`src/rtl/uram_stream_reader.sv`:
```
// Streaming read engine for a pipelined URAM port: issues one read per cycle for a
// (base, len) command and presents returned words as a valid/ready stream with last.
module uram_stream_reader #(
    parameter int AWIDTH     = 12,
    parameter int DWIDTH     = 32,
    parameter int READ_LAT   = 3,
    parameter int FIFO_DEPTH = 8
) (
    input  logic              clk,
    input  logic              rst,
    input  logic              start,
    input  logic [AWIDTH-1:0] base_addr,
    input  logic [AWIDTH:0]   len,
    output logic              busy,
    output logic              done,
    output logic              mem_en,
    output logic              mem_we,
    output logic [AWIDTH-1:0] mem_addr,
    input  logic [DWIDTH-1:0] mem_dout,
    output logic [DWIDTH-1:0] m_data,
    output logic              m_valid,
    input  logic              m_ready,
    output logic              m_last
);

    localparam int PW = $clog2(FIFO_DEPTH);
    localparam int CW = $clog2(FIFO_DEPTH + 1);
    localparam logic [CW:0]     DEPTH_W  = (CW+1)'(FIFO_DEPTH);
    localparam logic [AWIDTH-1:0] ADDR_ONE = AWIDTH'(1);
    localparam logic [AWIDTH:0]   REM_ONE  = (AWIDTH+1)'(1);
    localparam logic [PW-1:0]     PTR_ONE  = PW'(1);

    if (FIFO_DEPTH < READ_LAT + 1 || (FIFO_DEPTH & (FIFO_DEPTH - 1)) != 0) begin : g_bad_depth
        $error("uram_stream_reader: FIFO_DEPTH must be a power of 2 and >= READ_LAT+1");
    end

    typedef enum logic [1:0] {IDLE = 2'd0, ISSUE = 2'd1, DRAIN = 2'd2} state_t;

    state_t              state_r, state_s;
    logic [AWIDTH-1:0]   addr_r;
    logic [AWIDTH:0]     remaining_r;
    logic                mem_en_r, issue_last_r, busy_r, done_r;
    logic [AWIDTH-1:0]   mem_addr_r;
    logic [READ_LAT-1:0] vld_sr_r, last_sr_r;
    logic [DWIDTH-1:0]   fifo_data_r [FIFO_DEPTH];
    logic [FIFO_DEPTH-1:0] fifo_last_r;
    logic [PW-1:0]       wr_ptr_r, rd_ptr_r;
    logic [CW-1:0]       count_r, out_r;
    logic                issue_s, push_s, pop_s, credit_s, valid_s;

    assign valid_s  = (count_r != '0);
    assign push_s   = vld_sr_r[READ_LAT-1];
    assign pop_s    = valid_s && m_ready;
    // Words being popped this cycle are deliberately not credited back.
    assign credit_s = ({1'b0, out_r} + {1'b0, count_r}) < DEPTH_W;

    assign busy     = busy_r;
    assign done     = done_r;
    assign mem_en   = mem_en_r;
    assign mem_we   = 1'b0;
    assign mem_addr = mem_addr_r;
    assign m_valid  = valid_s;
    assign m_data   = fifo_data_r[rd_ptr_r];
    assign m_last   = valid_s && fifo_last_r[rd_ptr_r];

    // Next-state and issue decision.
    always_comb begin
        state_s = state_r;
        issue_s = 1'b0;
        case (state_r)
            IDLE: begin
                if (start && len != '0) state_s = ISSUE;
                else                    state_s = IDLE;
            end
            ISSUE: begin
                if (credit_s) begin
                    issue_s = 1'b1;
                    if (remaining_r == REM_ONE) state_s = DRAIN;
                    else                        state_s = ISSUE;
                end else begin
                    state_s = ISSUE;
                end
            end
            DRAIN: begin
                if (pop_s && m_last) state_s = IDLE;
                else                 state_s = DRAIN;
            end
            default: state_s = IDLE;
        endcase
    end

    // Command state, address generation and registered URAM port.
    always_ff @(posedge clk or posedge rst) begin
        if (rst) begin
            state_r      <= IDLE;
            busy_r       <= 1'b0;
            done_r       <= 1'b0;
            addr_r       <= '0;
            remaining_r  <= '0;
            mem_en_r     <= 1'b0;
            mem_addr_r   <= '0;
            issue_last_r <= 1'b0;
        end else begin
            state_r      <= state_s;
            busy_r       <= (state_s != IDLE);
            done_r       <= (state_r == IDLE && start && len == '0) ||
                            (state_r == DRAIN && pop_s && m_last);
            mem_en_r     <= issue_s;
            issue_last_r <= issue_s && (remaining_r == REM_ONE);
            if (state_r == IDLE && start && len != '0) begin
                addr_r      <= base_addr;
                remaining_r <= len;
            end else if (issue_s) begin
                addr_r      <= addr_r + ADDR_ONE;
                remaining_r <= remaining_r - REM_ONE;
            end
            if (issue_s) mem_addr_r <= addr_r;
        end
    end

    // Valid/last pipeline tracking the URAM read latency.
    always_ff @(posedge clk or posedge rst) begin
        if (rst) begin
            vld_sr_r  <= '0;
            last_sr_r <= '0;
        end else begin
            vld_sr_r[0]  <= mem_en_r;
            last_sr_r[0] <= issue_last_r;
            for (int i = 1; i < READ_LAT; i++) begin
                vld_sr_r[i]  <= vld_sr_r[i-1];
                last_sr_r[i] <= last_sr_r[i-1];
            end
        end
    end

    // Output FIFO and outstanding-read counter.
    always_ff @(posedge clk or posedge rst) begin
        if (rst) begin
            for (int i = 0; i < FIFO_DEPTH; i++) fifo_data_r[i] <= '0;
            fifo_last_r <= '0;
            wr_ptr_r    <= '0;
            rd_ptr_r    <= '0;
            count_r     <= '0;
            out_r       <= '0;
        end else begin
            count_r <= count_r + CW'(push_s) - CW'(pop_s);
            out_r   <= out_r + CW'(issue_s) - CW'(push_s);
            if (push_s) begin
                fifo_data_r[wr_ptr_r] <= mem_dout;
                fifo_last_r[wr_ptr_r] <= last_sr_r[READ_LAT-1];
                wr_ptr_r              <= wr_ptr_r + PTR_ONE;
            end
            if (pop_s) rd_ptr_r <= rd_ptr_r + PTR_ONE;
        end
    end

endmodule

```
`config.mk`:
```
export PLATFORM = sky130hd
export DESIGN_NAME = uram_stream_reader
export DESIGN_NICKNAME = d
export VERILOG_FILES = /design/src/rtl/uram_stream_reader.sv
export SDC_FILE = /design/constraint.sdc
export NUM_CORES = 1
export LEC_CHECK = 0
export BUFFER_PORTS_ARGS = -buffer_cell sky130_fd_sc_hd__buf_2
export CAP_MARGIN = 40
export CORE_ASPECT_RATIO = 0.5
export CORE_MARGIN = 4
export CORE_UTILIZATION = 40
export CTS_CLUSTER_DIAMETER = 120
export DETAILED_ROUTE_END_ITERATION = 6
export HOLD_SLACK_MARGIN = 0.03
export PLACE_DENSITY = 0.63
export SLEW_MARGIN = 20
export SYNTH_ARGS = -nofsm -noshare
export SYNTH_HDL_FRONTEND = slang
export SYNTH_SLANG_ARGS = --single-unit
export TNS_END_PERCENT = 30
```
`constraint.sdc`:
```
create_clock -name clk -period 15.25 [get_ports clk]
set_input_delay 3.05 -clock clk [delete_from_list [all_inputs] [get_ports clk]]
set_output_delay 3.05 -clock clk [all_outputs]
set_load 0.005 [all_outputs]
```
=== After elaboration in Yosys (flattened, before gate mapping) ===
Cells that the tools add are included.

* Register bits: 327
* Logic and storage cells: 85
* Output and inout bits: 50

* Reduce and logical (&&, ||, !) cells: 19
* Bitwise gates (word level): 2
* Mux-type cells: 22
* $lt $le $gt $ge: 7
* Equal/unequal tests: 3
* Add/subtract/negate cells: 9

{| class="wikitable"
|+ Operator list
! operator !! count
|-
| $bwmux 256 || 1
|-
| $bmux 32 s3 || 1
|-
| $demux 32 s3 || 1
|-
| $mux 32 || 3
|-
| $mux 13 || 2
|-
| $mux 12 || 2
|-
| $eq 13x1->1 const B || 1
|-
| $logic_not 13->1 || 1
|-
| $reduce_bool 13->1 || 1
|-
| $sub 13x1->13 const B || 1
|-
| $add 12x1->12 const B || 1
|-
| $logic_and 1x1->1 || 12
|-
| $add 4x1->4 || 2
|-
| $bwmux 8 || 1
|-
| $ge 4x4->1 const B || 2
|-
| $lt 3x4->1 const B || 2
|-
| $not 3->4 || 2
|-
| $sub 4x1->4 || 2
|-
| $add 3x1->3 const B || 2
|-
| $mux 2 || 3
|-
| $pmux 2 s3 || 1
|-
| $add 4x4->5 || 1
|-
| $lt 5x4->1 const B || 1
|-
| $mux 1 || 5
|-
| 10 further kinds || 11
|}

=== Longest topological paths before layout ===
Gate-level depths: netlist of the first run.

* Word-level depth: 7
* Depth in mapped cells: 12

=== Worst setup path before layout of the first run ===
OpenSTA, ideal clock, no wires.

* Kind: register to output
* Start point: reg rd_ptr_r[0]
* End point: out m_data[10]
* Data arrival time: 1.859 ns
* Stages on the path, launching flop included: 6
* Slack: 10.341 ns
* Path buffers: 3
* Cell sequence: dfrtp_1 -> clkbuf_1 -> buf_2 -> buf_2 -> mux4_2 -> mux2_2

* Longest elaborated chain between the ends: 4

{| class="wikitable"
|+ RTL lines
! element !! line !! source
|-
| start, declared || 47 || <nowiki>logic [PW-1:0] wr_ptr_r, rd_ptr_r;</nowiki>
|-
| start signal, assigned || 153 || <nowiki>if (pop_s) rd_ptr_r <= rd_ptr_r + PTR_ONE;</nowiki>
|-
| $not 3->4 (not written as such) || 63 || <nowiki>assign m_data = fifo_data_r[rd_ptr_r];</nowiki>
|-
| $bmux 32 s3 || 63 ||
|-
| $mux 32 (not written as such) (2 in series) || 63 ||
|-
| end, declared || 20 || <nowiki>output logic [DWIDTH-1:0] m_data,</nowiki>
|}

No other way between the ends. The select of a mux whose other input is x is not followed.

=== Final worst setup path of the first run ===
Same ends and word-level chain as after synthesis.

==> results of run 1 <==
==> power by group through the flow <==
| stage | clock [mW] | combinational (mW) | sequential, mW |
|---|---|---|---|
| after floorplan | 0 | 1.16 | 1.44 |
| final | 0.731 | 1.43 | 1.58 |
| after CTS | 0.751 | 1.46 | 1.58 |
| after global routing | 0.787 | 1.58 | 1.63 |
| after global placement | 0 | 1.38 | 1.58 |
| after detailed placement | 0 | 1.45 | 1.59 |
==> worst max-delay path: cells and delay by family (launching register included) <==
kind	cells	cell delay [ns]
muxes	2	0.89
DFF	1	0.86
buffers and inverters	2	0.86
==> sequential cells by signal, summed over array words and instances (netlist names), 2 cells and up <==
register     count
addr_r          12
count_r          4
state_r          2
out_r            4
fifo_data_r    256
wr_ptr_r         3
remaining_r     13
rd_ptr_r         3
mem_addr        12
fifo_last_r      8
last_sr_r        3
vld_sr_r         3
==> layout by cell type (no fill, tap or decap), drive strengths merged, types with 2 or more instances in the layout <==
master and n:
dfrtp 327, mux2 297, buf 133, mux4 66
nand2 64, clkbuf 43, o21ai 19, inv 18
nor2 17, ha 17, a21oi 12, nand3 9
xnor2 8, nor4 7, clkinv 7, xor2 6
nand4b 5, and2 5, o311ai 5, a221o 5
clkinvlp 5, nor3b 5, a21o 4, nand4 4
a31oi 4, nor3 4, nand2b 3, and4 2
or4 2, o31ai 2, o41ai 2, o211ai 2
fa 2
==> layout make-up <==
cell class / count / area share (%)
sequential: 327 / 48.3
timing repair buffer: 133 / 4.85
inverter: 19 / 0.472
tap: 484 / 3.57
multi-input combinational: 590 / 37.2
clock buffer: 43 / 5.14
clock inverter: 11 / 0.443
==> worst max-delay path by stage <==
stage	cells past startpoint	to	slack [ns]	startpoint
5_1_grt	4	m_data[10]	8.72	rd_ptr_r[0]
4_1_cts	4	m_data[10]	8.86	rd_ptr_r[0]
6_report	4	m_data[10]	8.98	rd_ptr_r[0]
3_3_place_gp	4	m_data[10]	9.51	rd_ptr_r[0]
2_1_floorplan	1	addr_r[0]	3.15	rst
3_5_place_dp	4	m_data[10]	9.50	rd_ptr_r[0]
==> synthesized netlist by cell type (5+ instances only) <==
cell type / count / area share (%)
sky130_fd_sc_hd__a221o_1: 5 / 0.34
sky130_fd_sc_hd__nor2_1: 17 / 0.43
sky130_fd_sc_hd__nand4b_1: 5 / 0.30
sky130_fd_sc_hd__nor4_1: 6 / 0.25
sky130_fd_sc_hd__ha_1: 17 / 1.4
sky130_fd_sc_hd__o21ai_0: 10 / 0.34
sky130_fd_sc_hd__inv_1: 18 / 0.46
sky130_fd_sc_hd__buf_2: 26 / 0.88
sky130_fd_sc_hd__xnor2_1: 8 / 0.47
sky130_fd_sc_hd__dfrtp_1: 327 / 55
sky130_fd_sc_hd__o311ai_1: 5 / 0.30
sky130_fd_sc_hd__a21oi_1: 11 / 0.37
sky130_fd_sc_hd__and2_1: 5 / 0.21
sky130_fd_sc_hd__o21ai_1: 9 / 0.30
sky130_fd_sc_hd__clkbuf_1: 28 / 0.71
sky130_fd_sc_hd__xor2_1: 6 / 0.35
sky130_fd_sc_hd__mux2_2: 297 / 23
sky130_fd_sc_hd__mux4_2: 66 / 10
sky130_fd_sc_hd__nand2_1: 64 / 1.6
sky130_fd_sc_hd__nand3_1: 9 / 0.30
==> kinds of logic after synthesis <==
group	share of synthesized area, %
AO/OA/AOI/OAI	2.78
XOR/XNOR	0.828
adder cells (fa/ha/maj)	1.71
buffers and inverters	2.36
flip-flops	55.2
multiplexers	32.7
other	0.0253
AND/OR/NAND/NOR	4.39
==> routing by layer <==
| layer | GRT usage [%] | up-vias | wire [um] |
|---|---|---|---|
| li1 | - | 3877 | - |
| met1 | 22.0 | 4687 | 14600 |
| met2 | 29.1 | 128 | 16500 |
| met3 | 2.40 | 53 | 835 |
| met4 | 3.65 | 0 | 662 |
| met5 | 0 | - | 0 |
==> per-stage QoR <==
stage	util [%]	total power [mW]	cell area [sq um]	std cells	setup WS, ns
final	46.8	3.74	16900	1607	8.98
after global routing	46.8	4.00	16900	1607	8.72
after CTS	46.6	3.79	16900	1604	8.86
after detailed placement	44.0	3.04	15900	1550	9.50
after global placement	43.7	2.96	15800	1545	9.51
after floorplan	-	2.60	14800	996	3.15
==> out/results.env, run 1 <==
NUM_ANTENNA_CELLS=0
HOLD_WS_NS=0.347
SYNTH-ASYNC-RESET-RATIO_PCT=100
DIE_AREA_SQ_UM=40400
CTS_TREE='built'
WORST_HOLD_PATH.ENDPOINT='last_sr_r[0]'
CP_SLOWEST_STAGE_DELAY_NS=0.86
START_KIND='register'
CHIPHEIGHT_UM=144
VIAS=8745
AREA_DELTA_SYNTH_FINAL_PCT=14.4
FIRST_PASS_GRT_WIRE_LENGTH_MM=53.2
POST_CTS_SETUP_BUFS=0
POWER_FRAC_SEQ_PCT=42.1
COMB_POWER_SHARE_PCT=38.3
WORST_PATH_MAX_DELAY_CELL='sky130_fd_sc_hd__dfrtp_4'
GRT_SETUP_UNREPAIRED='no'
CP-END-KIND='primary output'
POWER.STATIC_LEAKAGE_nW=7.39
INITIAL_STANDARD_CELL_UTILIZATION_OF_THE_CORE_PCT=40.9
LAYOUT_MIN_CYCLE_TIME_NS=6.27
DETAILEDROUTE.FIRSTITERATIONVIOLATIONS=440
TOTALNEGATIVESETUPSLACK_NS=0
NUMBER_OF_SINKS_ON_THE_CLOCK_NET=327
WORSTREG2REGEND='addr_r[10]'
IR_DROP_V=0.0000913
SWITCHING_SHARE_PCT=32.2
CRITICALPATHCATEGORY='register to primary output'
YS_FF_LATCH=327
NUM_ROWS=49
GPL.FINAL_WEIGHTED_CONGESTION=0.784
HOLD_VIOLATIONS=0
YS_TYPES=52
CRIT_REQUIRED_NS=12.20
TRITONCTS.NUM_BUFFERS=30
ROUTED_WL_MM=32.6
MAXCAPVIOLATIONS=0
PORT-BUFFER-COUNT=109
FINALMAXSLEWVIOLATIONS=0
ORDERED_LIST_OF_CELLS_ON_THE_WORST_PATH='buf_4 -> mux4_2 -> mux2_2 -> buf_2'
NUM_IO_PINS=111
POST_CTS.RESIZED_INSTANCES=0
SYNTH_SEQUENTIAL_AREA_RATIO_PCT=55.2
MIN_PATH_CELLS=0
WORST_SLEW_MARGIN_REL_PCT=43.3
CLOCKROOTBUFFER='sky130_fd_sc_hd__clkbuf_16'
LAYOUT_CELL_SHARE_WITH_DRIVE_STRENGTH_BEYOND_1_PCT=49.6
CTS_HOLD_BUFFERS=0
GRT.OVERFLOW.TOTAL=0
DRT-PASS1-ITER-COUNT=4
REG2REG_FROM='count_r[1]'
FINALCLOCKSKEW_NS=0.0201
WORST-PATH-MAX-FANOUT=36
MULTI_INPUT_AREA_SQ_UM=6310
NFILLCELLS=3147
POWER_PER_CELL_AREA_nW_PER_UM2=221
STATUS='completed'
R2R_SETUP_SLACK_NS=12.14
DIE_W_UM=280
P_CLK_SHARE_PCT=19.5
CLKSLEWWORSTSETUPHOLDPATHS_NS=0.07
FIN_NETS=1181
MAPPEDNETLISTAREA_SQ_UM=14800
AVGROUTEDWIREPERCELL_UM=20.3
WORSTSKEWPAIRLATENCY_NS=0.58
ROUTE.ANTENNA.REMAINING_NETS=0
CORE_AREA_SQ_UM=36200
ESTIMATED_WIRELENGTH_OF_THE_DETAIL_PLACED_DESIGN_MM=20.5
SYNTH_NETS=1076
YOSYSWARNINGCOUNT=0
SETUP-VIOLATIONS-FINAL=0
VIA_COUNT_OF_THE_FIRST_GLOBAL_ROUTING_PASS=9491
TIMING_WORST_SLEW_PIN_VALUE_NS=0.851
NUMBER_OF_ENABLE_TYPE_REGISTER_CELLS_IN_THE_SYNTHESIZED_NETLIST=0
P_INT_mW=2.54
SYNTHESIS.AREA_PER_INSTANCE_SQ_UM=14.9
GRT_MAX_DEGREE=126
CTS_MAX_PATH_BUFFERS=3
POWER_SWITCHING_mW=1.20
HP-CLASS='register to register'
CTS_MAX_LEVEL=1
REGAREA_SQ_UM=8190
WORSTPATHARRIVAL_NS=3.22
POST_SYNTH_INST_COUNT=996
SYNTH_FF_TYPE='sky130_fd_sc_hd__dfrtp_1'
PERIOD_SHARE_PCT=41.1
DRC=0
GRT_ANTENNA_BEFORE_REPAIR=0
GLOBAL_ROUTE.USAGE.TOTAL_PCT=16.5
WORSTHOLDSTART='issue_last_r'
MAXCLOCKFREQUENCY_MHz=160
VIASPERCELL=5.44
WORST-R2R-CELL-COUNT=8
No activity file was read; power rests on OpenSTA's default activity.
==> inputs of run 2 (changes only) <==
==> constraint.sdc (replaced) <==
create_clock -name clk -period 6 [get_ports clk]
set_input_delay 1.2 -clock clk [delete_from_list [all_inputs] [get_ports clk]]
set_output_delay 1.2 -clock clk [all_outputs]
set_load 0.005 [all_outputs]
==> out/results.env, run 2 (same netlist as run 1, synthesis figures left out) <==
STATUS='completed'
CP-END-KIND='primary output'
DRC=0
REGISTERS.TOP_BY_FF_COUNT='fifo_data_r'
PERIOD_SHARE_PCT=65.3
ROUTE.ANTENNA.REMAINING_NETS=0
CORE_AREA_SQ_UM=36200
TRITONCTS.NUM_BUFFERS=31
CLOCKROOTBUFFER='sky130_fd_sc_hd__clkbuf_16'
CTS_MAX_LEVEL=1
CTS_HOLD_BUFFERS=0
LARGEST_REGISTERS='fifo_data_r: 256 flops, remaining_r: 13 flops'
TIMING_WORST_SLEW_PIN_VALUE_NS=1.02
GRT_MAX_DEGREE=187
WORSTHOLDSTART='last_sr_r[1]'
AREA_DELTA_SYNTH_FINAL_PCT=15.1
DRT-PASS1-ITER-COUNT=4
VIAS=8600
NUM_ROWS=49
WORST-R2R-CELL-COUNT=8
PRECTSSETUPSLACK_NS=2.62
CTS_TREE='built'
CRITICAL_PATH_DEPTH=4
GPL.FINAL_WEIGHTED_CONGESTION=0.776
CRITICAL_PATH_BUF_INV_COUNT=2
LAYOUT_MIN_CYCLE_TIME_NS=3.92
FIRST_PASS_GRT_WIRE_LENGTH_MM=51.9
GRT_ANTENNA_BEFORE_REPAIR=1
CTS_MAX_PATH_BUFFERS=3
SETUP_SLACK_NS=2.08
START_KIND='register'
WORSTPATHARRIVAL_NS=2.72
NUM_IO_PINS=111
WORSTSKEWPAIRLATENCY_NS=0.57
DETAILEDROUTE.FIRSTITERATIONVIOLATIONS=429
POST_CTS.RESIZED_INSTANCES=0
VIASPERCELL=5.34
IR_DROP_V=0.000254
LAYOUT_COMMON_CELLS='sky130_fd_sc_hd__dfrtp_1 (324), sky130_fd_sc_hd__mux2_2 (297), sky130_fd_sc_hd__buf_2 (109), sky130_fd_sc_hd__mux4_2 (66), sky130_fd_sc_hd__nand2_1 (64)'
CRITPATHLAUNCH='rd_ptr_r[1]'
WORST-PATH-MAX-FANOUT=47
PORT-BUFFER-COUNT=109
LAYOUT_CELL_SHARE_WITH_DRIVE_STRENGTH_BEYOND_1_PCT=50.0
CLKSLEWWORSTSETUPHOLDPATHS_NS=0.07
VIA_COUNT_OF_THE_FIRST_GLOBAL_ROUTING_PASS=9336
DIE_AREA_SQ_UM=40400
GRT_SETUP_UNREPAIRED='no'
ESTIMATED_WIRELENGTH_OF_THE_DETAIL_PLACED_DESIGN_MM=20.3
INITIAL_STANDARD_CELL_UTILIZATION_OF_THE_CORE_PCT=40.9
WORST_SLEW_MARGIN_REL_PCT=32.1
GRT.OVERFLOW.TOTAL=0
AVGROUTEDWIREPERCELL_UM=19.6
CRITICALPATHCATEGORY='register to primary output'
CPLARGESTDELAYFAMILY='flip-flops'
DIE_W_UM=280
ORDERED_LIST_OF_CELLS_ON_THE_WORST_PATH='buf_4 -> mux4_2 -> mux2_2 -> buf_2'
TOTALNEGATIVESETUPSLACK_NS=0
MAXCAPVIOLATIONS=0
POWER.STATIC_LEAKAGE_nW=7.46
NUM_ANTENNA_CELLS=0
LAYOUT_COMMONEST_CELL='sky130_fd_sc_hd__dfrtp_1'
CRIT_REQUIRED_NS=4.80
GLOBAL_ROUTE.USAGE.TOTAL_PCT=16.0
ROUTED_WL_MM=31.6
FINALCLOCKSKEW_NS=0.0223
CHIPHEIGHT_UM=144
WORST_PATH_MAX_DELAY_CELL='sky130_fd_sc_hd__dfrtp_4'
HOLD_VIOLATIONS=0
POST_CTS_SETUP_BUFS=0
HP-CLASS='register to register'
POWER_PER_CELL_AREA_nW_PER_UM2=567
REG2REG_FROM='count_r[1]'
NUMBER_OF_SINKS_ON_THE_CLOCK_NET=327
FINALMAXSLEWVIOLATIONS=0
FIN_NETS=1182
FLIP_FLOP_COUNT_OF_THE_LARGEST_REGISTER_AFTER_LAYOUT=256
SETUP-VIOLATIONS-FINAL=0
MAXCLOCKFREQUENCY_MHz=255
MIN_PATH_CELLS=0
CP_SLOWEST_STAGE_DELAY_NS=0.92
[run 2: changes by cell type in the layout (fill, tap and decap cells not counted), sizes merged]
cell / before / now
clkinv: 7 / 9
clkbuf: 43 / 45
inv: 18 / 19
bufinv: 0 / 3
clkinvlp: 5 / 1
[run 2: final cells by class]
cell class	instances	area (sq um)
Fill cell	3088	19200
Sequential cell	327	8190
Multi-Input combinational cell	590	6310
Clock buffer	45	918
Timing Repair Buffer	133	810
Tap cell	484	606
Clock inverter	13	148
Inverter	19	76.3
[run 2: through the flow]
stage / hold slack, ns / cells / power [mW] / util (%) / cell area [sq um]
6_report: 0.349 / 1611 / 9.66 / 47.1 / 17100
5_1_grt: 0.359 / 1611 / 10.3 / 47.1 / 17100
4_1_cts: 0.352 / 1611 / 9.81 / 47.1 / 17100
3_5_place_dp: 0.338 / 1553 / 7.75 / 44.1 / 16000
3_3_place_gp: 0.333 / 1546 / 7.51 / 43.8 / 15900
2_1_floorplan: 0.331 / 996 / 6.61 / - / 14800
[run 2: power breakdown]
part	total [mW]	internal [mW]	switching, mW
clock network	2.02	1.19	0.835
logic	3.63	2.20	1.43
registers	4.01	3.26	0.749
total	9.66	6.65	3.01
[run 2: final timing paths]
check / to / slack [ns]
worst max-delay path: m_data[13] / 2.08
worst min-delay path: last_sr_r[2] / 0.35
worst max register to register: addr_r[7] / 2.91
worst min register to register: last_sr_r[2] / 0.35
max in group asynchronous: fifo_data_r[202] / 3.88
min in group asynchronous: fifo_last_r[2] / 0.73
[run 2: routing by layer]
metal  global-route usage (%)  vias up  wire length, um
li1                         -     3888                -
met1                     21.7     4590            14300
met2                     28.1       81            16100
met3                     2.39       39              752
met4                     2.72        2              444
met5                        0        -               13
==> inputs of run 3 (changes only) <==
--- a/config.mk
+++ b/config.mk
@@ -5,6 +5,7 @@
 export SDC_FILE = /design/constraint.sdc
 export NUM_CORES = 1
 export LEC_CHECK = 0
+export ABC_AREA = 1
 export BUFFER_PORTS_ARGS = -buffer_cell sky130_fd_sc_hd__buf_2
 export CAP_MARGIN = 40
 export CORE_ASPECT_RATIO = 0.5
==> constraint.sdc (replaced) <==
create_clock -name clk -period 4.03 [get_ports clk]
set_input_delay 0.806 -clock clk [delete_from_list [all_inputs] [get_ports clk]]
set_output_delay 0.806 -clock clk [all_outputs]
set_load 0.005 [all_outputs]
==> out/results.env, run 3 <==
POST_SYNTH_INST_COUNT=1791
SYNTH.TOP_CELLS.BY_COUNT='sky130_fd_sc_hd__nand2_1 (462), sky130_fd_sc_hd__dfrtp_1 (327), sky130_fd_sc_hd__o21ai_0 (272)'
SYNTH_SEQUENTIAL_AREA_RATIO_PCT=53.7
FINAL_CORE_UTILIZATION_PCT=45.6
SYNTHESIS.AREA_PER_INSTANCE_SQ_UM=8.50
DRC=0
POWER_PER_CELL_AREA_nW_PER_UM2=855
LAYOUT_CELL_SHARE_WITH_DRIVE_STRENGTH_BEYOND_1_PCT=12.8
PERIOD_SHARE_PCT=80.7
VIASPERCELL=5.16
CTS_MAX_LEVEL=1
INITIAL_STANDARD_CELL_UTILIZATION_OF_THE_CORE_PCT=40.6
DETAILEDROUTE.FIRSTITERATIONVIOLATIONS=842
GLOBAL_ROUTE.USAGE.TOTAL_PCT=18.6
WORST-R2R-CELL-COUNT=10
CHIPHEIGHT_UM=146
SETUP-VIOLATIONS-FINAL=0
TIMING_WORST_SLEW_PIN_VALUE_NS=0.856
CP_SLOWEST_STAGE_DELAY_NS=0.50
GRT_ANTENNA_BEFORE_REPAIR=1
GRT_SETUP_UNREPAIRED='no'
CRITICAL_PATH_BUF_INV_COUNT=3
ROUTE.ANTENNA.REMAINING_NETS=0
MIN_PATH_CELLS=0
CRITICAL_PATH_DEPTH=7
FINALCLOCKSKEW_NS=0.0152
FINALMAXSLEWVIOLATIONS=0
CLOCKROOTBUFFER='sky130_fd_sc_hd__clkbuf_16'
SYNTH-ASYNC-RESET-RATIO_PCT=100
ROUTED_WL_MM=38.1
CP-END-KIND='primary output'
NUMBER_OF_ENABLE_TYPE_REGISTER_CELLS_IN_THE_SYNTHESIZED_NETLIST=0
DIE_AREA_SQ_UM=41500
HP-CLASS='register to register'
DRT-PASS1-ITER-COUNT=7
SYNTH_AREA_LEADERS='sky130_fd_sc_hd__dfrtp_1 (54%), sky130_fd_sc_hd__nand2_1 (11%), sky130_fd_sc_hd__o21ai_0 (8.9%)'
CRITICALPATHCATEGORY='register to primary output'
START_KIND='register'
SYNTH_NETS=1871
CRIT_PATH_FREQUENT_CELL='sky130_fd_sc_hd__nand2_1'
CTS_MAX_PATH_BUFFERS=3
PRECTSSETUPSLACK_NS=1.35
HOLD_VIOLATIONS=0
YS_TYPES=38
SETUP_SLACK_NS=0.779
CRIT_REQUIRED_NS=3.22
YOSYSWARNINGCOUNT=0
DIE_W_UM=284
CLKSLEWWORSTSETUPHOLDPATHS_NS=0.07
NUM_ROWS=50
REGISTERS.TOP_BY_FF_COUNT='fifo_data_r'
LAYOUT_COMMONEST_CELL='sky130_fd_sc_hd__nand2_1'
LAYOUT_MIN_CYCLE_TIME_NS=3.25
POST_CTS.RESIZED_INSTANCES=0
WORSTPATHARRIVAL_NS=2.44
FIRST_PASS_GRT_WIRE_LENGTH_MM=64.1
TOTALNEGATIVESETUPSLACK_NS=0
YOSYS.AREA.TOP_TYPE='sky130_fd_sc_hd__dfrtp_1'
POST_CTS_SETUP_BUFS=0
NUM_IO_PINS=111
YS_FF_LATCH=327
LARGEST_REGISTERS='fifo_data_r: 256 flops, remaining_r: 13 flops'
MAXCAPVIOLATIONS=0
VIA_COUNT_OF_THE_FIRST_GLOBAL_ROUTING_PASS=12100
WORSTSKEWPAIRLATENCY_NS=0.57
WORST_SLEW_MARGIN_REL_PCT=42.9
NUM_ANTENNA_CELLS=0
PORT-BUFFER-COUNT=109
MAPPEDNETLISTAREA_SQ_UM=15200
AVGROUTEDWIREPERCELL_UM=16.1
YOSYS.AREA.TOP_TYPE_SHARE_PCT=53.7
FIN_NETS=1922
GRT.OVERFLOW.TOTAL=0
NUMBER_OF_SINKS_ON_THE_CLOCK_NET=327
CTS_TREE='built'
SYNTH_FF_TYPE='sky130_fd_sc_hd__dfrtp_1'
GRT_MAX_DEGREE=148
LAYOUT_COMMON_CELLS='sky130_fd_sc_hd__nand2_1 (456), sky130_fd_sc_hd__dfrtp_1 (325), sky130_fd_sc_hd__o21ai_0 (272), sky130_fd_sc_hd__nor2_1 (204), sky130_fd_sc_hd__buf_2 (109)'
WORST_PATH_MAX_DELAY_CELL='sky130_fd_sc_hd__dfrtp_4'
TRITONCTS.NUM_BUFFERS=30
AREA_DELTA_SYNTH_FINAL_PCT=12.2
SYNTHMOSTINSTANTIATEDCELL='sky130_fd_sc_hd__nand2_1'
GPL.FINAL_WEIGHTED_CONGESTION=0.781
WORST-PATH-MAX-FANOUT=62
ORDERED_LIST_OF_CELLS_ON_THE_WORST_PATH='inv_4 -> buf_12 -> nor2_1 -> o22ai_1 -> nand2_1 -> nand2_1 -> buf_2'
ESTIMATED_WIRELENGTH_OF_THE_DETAIL_PLACED_DESIGN_MM=22.1
MAXCLOCKFREQUENCY_MHz=308
CORE_AREA_SQ_UM=37500
CPLARGESTDELAYFAMILY='buffers and inverters'
CTS_HOLD_BUFFERS=0
IR_DROP_V=0.000416
STATUS='completed'
VIAS=12200
POWER.STATIC_LEAKAGE_nW=8.10
FLIP_FLOP_COUNT_OF_THE_LARGEST_REGISTER_AFTER_LAYOUT=256
## run 3: cell families (layout without fill, tap and decap cells)
family	after synthesis	count (layout)	share of synthesized area, %
and+or+nand+nor	720	720	18.6
other	1	1	0.0246
DFF	327	327	53.7
xor gates and xnor gates	18	18	1.04
buffers and inverters	212	287	7.30
adders and majority gates	19	19	1.66
AOI/OAI and AO/OA	494	494	17.6
## run 3: final cells by class
class / instances / area (sq um)
clock inverters: 17 / 223
inverters: 98 / 374
flip-flops and latches: 327 / 8190
repair buffers: 133 / 873
multi-input cells: 1252 / 5960
well taps: 494 / 618
clock buffers: 39 / 846
fillers: 3624 / 20400
## run 3: layer usage
metal / track usage (%) / wire length [um] / vias to the layer above
met5: 0 / 13 / -
met4: 4.18 / 742 / 2
met3: 3.04 / 2050 / 65
met2: 29.6 / 16800 / 273
met1: 27.0 / 18400 / 5834
li1: - / - / 5993
## run 3: worst register-to-register path: stages (launching register included)
cell and delay (ns):
sky130_fd_sc_hd__dfrtp_1 0.44, sky130_fd_sc_hd__ha_1 0.31, sky130_fd_sc_hd__nand3_1 0.08, sky130_fd_sc_hd__nand2_1 0.08, sky130_fd_sc_hd__nand2_1 0.11, sky130_fd_sc_hd__nand3_4 0.26
sky130_fd_sc_hd__ha_1 0.39, sky130_fd_sc_hd__inv_1 0.04, sky130_fd_sc_hd__ha_1 0.19, sky130_fd_sc_hd__fa_1 0.38, sky130_fd_sc_hd__xor2_1 0.17
## run 3: through the flow
| stage | hold slack, ns | instances | power [mW] | area [sq um] |
|---|---|---|---|---|
| floorplan | 0.331 | 1791 | 9.85 | 15200 |
| global placement | 0.335 | 2299 | 11.4 | 15900 |
| detailed placement | 0.336 | 2303 | 11.6 | 16000 |
| CTS | 0.350 | 2359 | 14.7 | 17100 |
| global route | 0.354 | 2360 | 16.0 | 17100 |
| finish | 0.348 | 2360 | 14.6 | 17100 |
## run 3: power breakdown
part	switching, mW	leakage (nW)	total, mW	internal (mW)
clock	1.29	0.514	3.09	1.80
combinational	3.70	3.81	5.92	2.23
sequential	0.816	3.77	5.59	4.77
## run 3: path summary, 6_finish.rpt
check / from / to / slack, ns
max: rd_ptr_r[0] / m_data[11] / 0.78
min: vld_sr_r[1] / vld_sr_r[2] / 0.35
max reg2reg: count_r[1] / out_r[2] / 1.47
min reg2reg: vld_sr_r[1] / vld_sr_r[2] / 0.35
max in group asynchronous: rst / fifo_data_r[244] / 2.74
min in group asynchronous: rst / vld_sr_r[0] / 0.41
